File: src/rtl/param_arb_mux_pkg.sv
// Shared constants, FSM state type and round-robin index helper for the arbitrating mux.
// Latency: n/a (package only).
// Backpressure: n/a (package only).
// Contents: default width/count constants, arb_state_e, rr_next().
package arb_mux_pkg;

  localparam int ARB_MUX_W = 32;
  localparam int ARB_MUX_N = 4;

  // ST_LOCK means a packet is mid-flight and the grant is pinned to last_grant.
  typedef enum logic {
    ST_ARB  = 1'b0,
    ST_LOCK = 1'b1
  } arb_state_e;

  // Next channel index in round-robin order, wrapping n-1 -> 0.
  function automatic int unsigned rr_next(input int unsigned idx, input int unsigned n);
    return (idx + 1 >= n) ? 0 : idx + 1;
  endfunction

endpackage

File: src/rtl/param_arb_mux_if.sv
// Handshake bundle between N request channels, the arbitrating mux and its single output.
// Latency: n/a (wires only).
// Backpressure: in_ready grants per channel, out_ready stalls the output register.
// Ports: in_valid/in_data/in_last/in_ready (input side), out_valid/out_data/out_sel/out_last/out_ready (output side).
// Modports: master drives requests and out_ready; slave is the mux.
interface param_arb_mux_if
  import arb_mux_pkg::*;
#(
  parameter int W = ARB_MUX_W,
  parameter int N = ARB_MUX_N
);
  localparam int SELW = $clog2(N);

  logic [N-1:0]    in_valid;
  logic [N*W-1:0]  in_data;
  logic [N-1:0]    in_last;
  logic [N-1:0]    in_ready;
  logic            out_valid;
  logic [W-1:0]    out_data;
  logic [SELW-1:0] out_sel;
  logic            out_last;
  logic            out_ready;

  modport master (
    output in_valid, in_data, in_last, out_ready,
    input  in_ready, out_valid, out_data, out_sel, out_last
  );

  modport slave (
    input  in_valid, in_data, in_last, out_ready,
    output in_ready, out_valid, out_data, out_sel, out_last
  );

endinterface

File: src/rtl/param_arb_mux_rr_pick.sv
// Round-robin priority pick: first requesting index strictly after last_grant, wrapping.
// Latency: combinational.
// Backpressure: none; the caller gates the one-hot grant.
// Ports: req (N requests), last_grant (SELW index), grant (one-hot or zero).
module rr_pick
  import arb_mux_pkg::*;
#(
  parameter int N = ARB_MUX_N,
  localparam int SELW = $clog2(N)
) (
  input  logic [N-1:0]    req,
  input  logic [SELW-1:0] last_grant,
  output logic [N-1:0]    grant
);

  logic [SELW-1:0] idx;
  logic            found;

  // Walk N candidates starting just after last_grant; the first hit wins.
  always_comb begin
    grant = '0;
    found = 1'b0;
    idx   = SELW'(rr_next(32'(last_grant), N));
    for (int k = 0; k < N; k++) begin
      if (!found && req[idx]) begin
        grant[idx] = 1'b1;
        found      = 1'b1;
      end
      idx = SELW'(rr_next(32'(idx), N));
    end
  end

endmodule

File: src/rtl/param_arb_mux.sv
// Round-robin N:1 arbitrating mux with a single registered output stage.
// Latency: one cycle from input accept to out_data/out_sel/out_last; one beat per cycle sustained.
// Backpressure: in_ready is zero while the output register is full and out_ready is low.
// Ports: clk, rst_n (async active-low), bus (param_arb_mux_if.slave).
// Config: define ARB_MUX_PKT_LOCK_EN to hold the grant on one channel from first beat until its in_last beat.
module param_arb_mux
  import arb_mux_pkg::*;
#(
  parameter int W = ARB_MUX_W,
  parameter int N = ARB_MUX_N,
  localparam int SELW = $clog2(N)
) (
  input logic             clk,
  input logic             rst_n,
  param_arb_mux_if.slave  bus
);

  arb_state_e      state_q, state_d;
  logic [SELW-1:0] last_grant;
  logic [N-1:0]    rr_grant;
  logic [N-1:0]    grant;
  logic [N-1:0]    ready;
  logic            can_load;
  logic            accept;
  logic [SELW-1:0] acc_idx;
  logic [W-1:0]    acc_data;
  logic            acc_last;

  logic            out_valid_q;
  logic [W-1:0]    out_data_q;
  logic [SELW-1:0] out_sel_q;
  logic            out_last_q;

  rr_pick #(.N(N)) u_rr_pick (
    .req        (bus.in_valid),
    .last_grant (last_grant),
    .grant      (rr_grant)
  );

  // Output register can take a beat if empty or being drained this edge.
  // Only registered out_valid feeds this, so there is no loop through in_valid.
  assign can_load = !out_valid_q || bus.out_ready;

  always_ff @(posedge clk or negedge rst_n) begin
    if (!rst_n) state_q <= ST_ARB;
    else        state_q <= state_d;
  end

  always_comb begin
    state_d = state_q;
    grant   = rr_grant;
    // While locked only the channel owning the packet may be granted,
    // and nobody is granted if it pauses.
    if (state_q == ST_LOCK) begin
      grant             = '0;
      grant[last_grant] = bus.in_valid[last_grant];
    end
    ready = (rst_n && can_load) ? grant : '0;
`ifdef ARB_MUX_PKT_LOCK_EN
    if (accept) state_d = acc_last ? ST_ARB : ST_LOCK;
`else
    state_d = ST_ARB;
`endif
  end

  // ready is one-hot or zero, so a priority-free OR-scan selects the beat.
  always_comb begin
    acc_idx  = '0;
    acc_data = '0;
    acc_last = 1'b0;
    for (int i = 0; i < N; i++) begin
      if (ready[i]) begin
        acc_idx  = SELW'(i);
        acc_data = bus.in_data[i*W +: W];
        acc_last = bus.in_last[i];
      end
    end
  end

  assign accept = |ready;

  always_ff @(posedge clk or negedge rst_n) begin
    if (!rst_n) begin
      out_valid_q <= 1'b0;
      out_data_q  <= '0;
      out_sel_q   <= '0;
      out_last_q  <= 1'b0;
      last_grant  <= SELW'(N - 1);
    end else if (accept) begin
      out_valid_q <= 1'b1;
      out_data_q  <= acc_data;
      out_sel_q   <= acc_idx;
      out_last_q  <= acc_last;
      last_grant  <= acc_idx;
    end else if (bus.out_ready) begin
      out_valid_q <= 1'b0;
    end
  end

  assign bus.in_ready  = ready;
  assign bus.out_valid = out_valid_q;
  assign bus.out_data  = out_data_q;
  assign bus.out_sel   = out_sel_q;
  assign bus.out_last  = out_last_q;

endmodule

File: src/flat_wrapper.sv
// flat-port wrapper written by rule: the top's interface ports become plain ports
module param_arb_mux_flat import arb_mux_pkg::*;
#(
  parameter int W = ARB_MUX_W,
  parameter int N = ARB_MUX_N,
  localparam int SELW = $clog2(N)
)
  (clk, rst_n, bus_in_valid, bus_in_data, bus_in_last, bus_out_ready, bus_in_ready, bus_out_valid, bus_out_data, bus_out_sel, bus_out_last);
  param_arb_mux_if #(.W(W), .N(N)) bus_i ();
  input logic clk;
  input logic rst_n;
  input wire logic [$bits(bus_i.in_valid)-1:0] bus_in_valid;
  input wire logic [$bits(bus_i.in_data)-1:0] bus_in_data;
  input wire logic [$bits(bus_i.in_last)-1:0] bus_in_last;
  input wire logic [$bits(bus_i.out_ready)-1:0] bus_out_ready;
  output wire logic [$bits(bus_i.in_ready)-1:0] bus_in_ready;
  output wire logic [$bits(bus_i.out_valid)-1:0] bus_out_valid;
  output wire logic [$bits(bus_i.out_data)-1:0] bus_out_data;
  output wire logic [$bits(bus_i.out_sel)-1:0] bus_out_sel;
  output wire logic [$bits(bus_i.out_last)-1:0] bus_out_last;
  assign bus_i.in_valid = bus_in_valid;
  assign bus_i.in_data = bus_in_data;
  assign bus_i.in_last = bus_in_last;
  assign bus_i.out_ready = bus_out_ready;
  assign bus_in_ready = bus_i.in_ready;
  assign bus_out_valid = bus_i.out_valid;
  assign bus_out_data = bus_i.out_data;
  assign bus_out_sel = bus_i.out_sel;
  assign bus_out_last = bus_i.out_last;
  param_arb_mux #(.W(W), .N(N)) u_core (.clk(clk), .rst_n(rst_n), .bus(bus_i));
endmodule
File: config.mk
export PLATFORM = sky130hd
export DESIGN_NAME = param_arb_mux_flat
export DESIGN_NICKNAME = d
export VERILOG_FILES = /design/src/rtl/param_arb_mux_pkg.sv /design/src/rtl/param_arb_mux_if.sv /design/src/rtl/param_arb_mux_rr_pick.sv /design/src/rtl/param_arb_mux.sv /design/src/flat_wrapper.sv
export SDC_FILE = /design/constraint.sdc
export NUM_CORES = 1
export LEC_CHECK = 0
export CORE_ASPECT_RATIO = 1.5
export CORE_UTILIZATION = 34
export CTS_BUF_LIST = sky130_fd_sc_hd__clkbuf_16
export CTS_CLUSTER_DIAMETER = 30
export DETAILED_ROUTE_END_ITERATION = 10
export PLACE_DENSITY = 0.78
export RECOVER_POWER = 50
export REMOVE_ABC_BUFFERS = 1
export SYNTH_ARGS = -nofsm -noshare
export SYNTH_HDL_FRONTEND = slang
export SYNTH_SLANG_ARGS = --single-unit
File: constraint.sdc
create_clock -name clk -period 3.35 [get_ports clk]
set_input_delay 0.67 -clock clk [delete_from_list [all_inputs] [get_ports clk]]
set_output_delay 0.67 -clock clk [all_outputs]
set_load 0.005 [all_outputs]
## Word level (Yosys, flattened, before mapping)

Cells that the tools add are included.

| word-level totals | value |
|---|---|
| register bits | 38 |
| logic and storage cells | 80 |
| output and inout bits | 40 |

| operators by class | value |
|---|---|
| bitwise operators | 3 |
| $lt $le $gt $ge | 12 |
| add/sub/neg operators | 4 |
| multiplexer cells | 41 |
| reductions and logical operators | 15 |

Operator list:

| cell | number |
|---|---|
| 2-to-1 mux 32 bit | 4 |
| 2-to-1 mux 4 bit | 5 |
| 2-to-1 mux 1 bit | 18 |
| adder 2 x 1 -> 3 bit (second input constant) | 4 |
| >= comparator 3 bit (second input constant) | 4 |
| less-than comparator 2 x 3 -> 1 bit (second input constant) | 4 |
| 2-to-1 mux 2 bit | 6 |
| bitwise OR 4 bit | 3 |
| binary-select mux 1 bit (select 2 bit) | 4 |
| demux 1 bit (select 2 bit) | 4 |
| >= comparator 2 x 1 -> 1 bit (second input constant) | 4 |
| logical AND 1 bit | 8 |
| zero test 1 bit | 4 |
| OR reduction 4 bit | 1 |
| nonzero test 2 bit | 1 |
| logical OR 1 bit | 1 |

## Logic depth before layout (Yosys ltp)

| logic depth | value |
|---|---|
| word-level depth | 23 |
| gate-level depth with buffers | 13 |
| mapped depth without buffers | 10 |

## Cells and area by module

A second synthesis with hierarchy kept.

| unflattened totals | value |
|---|---|
| cell total of the unflattened synthesis | 351 |
| area, all modules | 3,037.9 µm² |

By module, submodules not included:

| module | area each (µm²) | seq. area each (µm²) | cells an instance | instances |
|---|---|---|---|---|
| param_arb_mux | 2,571.2 | 953.4 | 291 | 1 |
| rr_pick | 466.7 | 0.0 | 60 | 1 |

## Worst setup path before layout

No wires, ideal clock.

| path | value |
|---|---|
| path kind | reg2out |
| from | register u_core.last_grant[0] |
| to | output port bus_in_ready[3] |
| buffers on the path | 4 |
| data arrival time | 2.822 ns |
| stages on the path, launching flop included | 12 |
| path slack | -0.142 ns |
| data required time | 2.680 ns |
| cell sequence | dfstp_2 -> buf_2 -> inv_1 -> ha_1 -> buf_2 -> or3_4 -> a21oi_1 -> o211ai_1 -> a31o_2 -> buf_2 -> clkinv_1 -> buf_1 |

| between the ends | value |
|---|---|
| longest elaborated chain between the ends | 19 |

RTL lines:

| element | line | RTL |
|---|---|---|
| start: declaration | param_arb_mux.sv:19 | `logic [SELW-1:0] last_grant;` |
| start signal: assignment | param_arb_mux.sv:88 | `last_grant <= SELW'(N - 1);` |
| start signal: assignment | param_arb_mux.sv:94 | `last_grant <= acc_idx;` |
| adder 2 x 1 -> 3 bit * | param_arb_mux_pkg.sv:18 | `return (idx + 1 >= n) ? 0 : idx + 1;` |
| >= comparator 3 bit | param_arb_mux_pkg.sv:18 |  |
| 2-to-1 mux 2 bit * | param_arb_mux_pkg.sv:18 |  |
| adder 2 x 1 -> 3 bit | param_arb_mux_pkg.sv:18 |  |
| >= comparator 3 bit | param_arb_mux_pkg.sv:18 |  |
| 2-to-1 mux 2 bit | param_arb_mux_pkg.sv:18 |  |
| adder 2 x 1 -> 3 bit | param_arb_mux_pkg.sv:18 |  |
| >= comparator 3 bit | param_arb_mux_pkg.sv:18 |  |
| [... 3 more ...] | - |  |
| 2-to-1 mux 2 bit | param_arb_mux_pkg.sv:18 |  |
| less-than comparator 2 x 3 -> 1 bit (not written as such) or >= comparator 2 x 1 -> 1 bit (tied branches) | param_arb_mux_rr_pick.sv:26 | `grant[idx] = 1'b1;` |
| logical AND 1 bit (not written as such) | param_arb_mux_rr_pick.sv:26 |  |
| 2-to-1 mux 1 bit (not written as such) | param_arb_mux_rr_pick.sv:26 |  |
| demux 1 bit (select 2 bit) | param_arb_mux_rr_pick.sv:26 |  |
| bitwise OR 4 bit (no source line) | - |  |
| 2-to-1 mux 4 bit * | param_arb_mux_rr_pick.sv:25 | `if (!found && req[idx]) begin` |
| 2-to-1 mux 4 bit * | param_arb_mux.sv:58 | `ready = (rst_n && can_load) ? grant : '0;` |
| end: declaration | flat_wrapper.sv:16 | `output wire logic [$bits(bus_i.in_ready)-1:0] bus_in_ready;` |

Every way passes the cells marked *; elsewhere a longest branch is shown, timed or not. The select of a mux whose other input is x is not followed.

## Worst setup path in the final report

| path | value |
|---|---|
| from | register u_core.last_grant[0] |
| to | output port bus_in_ready[2] |

The elaborated chain is that of the path after synthesis.

==> metrics.csv <==
stage,metric,value,unit
sta,max_slew_margin,61.0,%
detailed_routing,wirelength,11100,um
detailed_routing,drtIter0Drc,194,
cts,worstSkewPairLatency,0.29,ns
cells_and_area,fin_util,64.1,%
sta,finClkSkew,0.0112,ns
placed_design,io_buffers,178,
global_route,grt_pass1_vias,3403,
sta,finalSetupTns,0,ns
floorplan,core-area,8360,um2
cells_and_area,synthToLayoutAreaGrowth,84.5,%
cts,holdBufCountCts,0,
cts,clock_sinks,38,
flow_run,cap_violations,0,
floorplan,die_h,115,um
cts,cts.clk_slew.worst_paths,0.07,ns
global_route,grt_pass1_wl,16700,um
synthesis,ys_ff_latch,38,
synthesis,synthArstFlopShare,100,%
synthesis,synth_flop_cell,dfrtp_1,
global_route,grt_usage,23.8,%
worst_setup_path,reg2reg_slack,0.07,ns
placed_design,post-place-cells,631,
worst_setup_path,cp-startpoint,u_core.last_grant[0],
cts,cts_buffers,5,
global_route,grt_max_degree,44,
sta,min_period,3.31,ns
cells_and_area,diodes,0,
power_and_ir_drop,ir_worst_vdd,0.660,mV
power_and_ir_drop,power_density,955,nW/um2
synthesis,yosysWarnings,0,
worst_setup_path,cp_common_cell,inv_2,
sta,tightest_slew,0.580,ns
worst_setup_path,cp_max_fo,5,
detailed_routing,num_vias,3547,
worst_setup_path,cp_slowest_cell,dfstp_2,
cts,htree_num_levels,2,
detailed_routing,avgViaCountPerCell,5.45,
sta,max_freq,0.302,GHz
synthesis,synth_top_area_share,31.0,%
worst_setup_path,cp_cell_sequence,inv_2 > ha_4 > mux4_2 > buf_4 > a22o_4 > o31ai_4 > inv_2 > clkdlybuf4s15_1,
cts,clockBufferDepth,2,
detailed_routing,antenna_left,0,
placed_design,globalplace.congestion,0.968,
cells_and_area,final_common_cell,clkdlybuf4s50_1,
sta,rsz0062_at_grt,true,
worst_setup_path,cp-end-kind,output port,
sta,finalSetupViolCount,0,
floorplan,die_area,8930,um2
worst_setup_path,rr_startpoint,u_core.last_grant[0],
sta,maxSlewViolCount,0,
worst_setup_path,cp.required,2.68,ns
cells_and_area,n_fill_cell,682,
sta,setup_ws,0.0418,ns
sta,finalHoldViolCount,0,
synthesis,syn_area,2910,um2
worst_setup_path,crit_arrival,2.64,ns
global_route,antenna_found_initial,0,
worst_setup_path,slowest_delay,0.54,ns
synthesis,netlist.top_cell.by_area,dfrtp_1,
cells_and_area,final_cell_mix,"clkdlybuf4s50_1 (150), nand3_1 (42), buf_4 (41), dfrtp_1 (36), nor2_1 (35)",
cts,clock-root-buffer,clkbuf_16,
detailed_routing,dr.pass1.iters,5,
synthesis,synth-edff-count,0,
cts,cts_tree,built,
floorplan,io_pins,179,
global_route,overflow,0,
cells_and_area,final-instance-count-excl-fill,651,
power_and_ir_drop,p_leak,2.19,nW
worst_setup_path,critical_path_class,register to output port,
cells_and_area,drive_above_1_share,18.8,%
run_status,status,completed,
synthesis,ys_top_cells_by_area,"dfrtp_1 (31%), nand3_1 (7.2%), a21o_1 (5.4%), a31oi_1 (4.7%), nor2_1 (4.5%)",
synthesis,seq_area_frac_synth,32.8,%
detailed_routing,drcViolationCount,0,
power_and_ir_drop,p_total,5.12,mW
detailed_routing,wl_per_cell,17.0,um
floorplan,initial_utilization,34.8,%
sta,post-route-period-util,98.8,%
floorplan,dieWidth,77.5,um
synthesis,syn_area_per_cell,8.58,um2
worst_setup_path,critPathLaunchType,register,
hold_path,hold_path_class,primary input to async pin,
synthesis,synth_cell_types,53,
placed_design,dp_slack,-0.292,ns
synthesis,syn_inst,339,
floorplan,row_count,41,
cells_and_area,nets,689,
placed_design,place_hpwl,7890,um
==> Yosys cell counts, types with 3 or more instances <==
library cell	count
nand3_1	42
dfrtp_1	36
nor2_1	35
a31oi_1	22
a21o_1	21
inv_1	16
o21ai_0	16
nand2_1	15
clkbuf_1	13
a221oi_1	12
a22oi_1	10
a22oi_2	10
o21ai_1	10
buf_2	9
ha_1	7
mux4_2	4
nor2b_1	4
buf_4	3
buf_6	3
o211a_1	3
o211ai_1	3
==> layout make-up <==
class	instances	area [um2]	area share, %
tap	107	134	2.50
clock inverter	3	16.3	0.303
timing repair buffer	227	2230	41.6
sequential	38	953	17.8
clock buffer	5	125	2.33
multi-input combinational	253	1840	34.3
inverter	18	67.6	1.26
==> sequential cells by signal (all words and copies together) (netlist names) <==
signal,count
u_core.bus.out_data,32
u_core.bus.out_last,1
u_core.last_grant,2
u_core.bus.out_sel,2
u_core.bus.out_valid,1
==> path summary, 6_finish.rpt <==
kind                                      endpoint  cells after the start
setup / recovery                   bus_in_ready[2]                      8
hold / removal             u_core.bus.out_data[23]                      1
setup reg to reg            u_core.bus.out_data[6]                     12
hold reg to reg             u_core.bus.out_data[0]                      2
max in group asynchronous  u_core.bus.out_data[24]                      2
min in group clk            u_core.bus.out_data[0]                      2
==> report_power, final <==
group | leakage [nW] | internal (mW) | switching (mW)
Combinational | 1.67 | 1.92 | 1.86
Sequential | 0.452 | 0.751 | 0.115
Clock | 0.0672 | 0.272 | 0.201
Total | 2.19 | 2.94 | 2.18
==> cells by family after synthesis <==
| logic type | count (synthesis) | share of synthesized area, % |
|---|---|---|
| DFF | 38 | 32.8 |
| and+or+nand+nor | 117 | 20.7 |
| AOI/OAI and AO/OA | 122 | 31.6 |
| muxes | 7 | 4.17 |
| adders and majority gates | 7 | 3.01 |
| buffers and inverters | 48 | 7.75 |
==> stage by stage <==
stage	hold slack, ns	cell area, um2
after CTS	0.261	5270
after detailed placement	0.473	5010
final	0.255	5360
after global routing	0.273	5360
after floorplan	0.374	2750
after global placement	0.462	5010
==> layer usage <==
metal / share of wire, % / global-route usage (%) / up-vias
met2: 53 / 44.8 / 197
met1: 36 / 26.9 / 1647
met5: 0 / 0 / -
met4: 2.2 / 6.79 / 0
li1: - / - / 1687
met3: 8.1 / 4.76 / 16
==> worst max-delay path: cells and delay by family (launching register included) <==
family,cells,cell delay [ns]
compound gates,2,0.48
buf+inv,4,0.49
mux,1,0.54
flops,1,0.54
fa+ha+maj,1,0.28
==> repair_timing <==
action                     4_1_cts  5_1_grt
pin swaps                        7       10
buffers inserted                 6        4
gates resized for setup         28        9
setup endpoints to repair        4       29
cloned                           0        2
(Power assumes the default switching activity.)
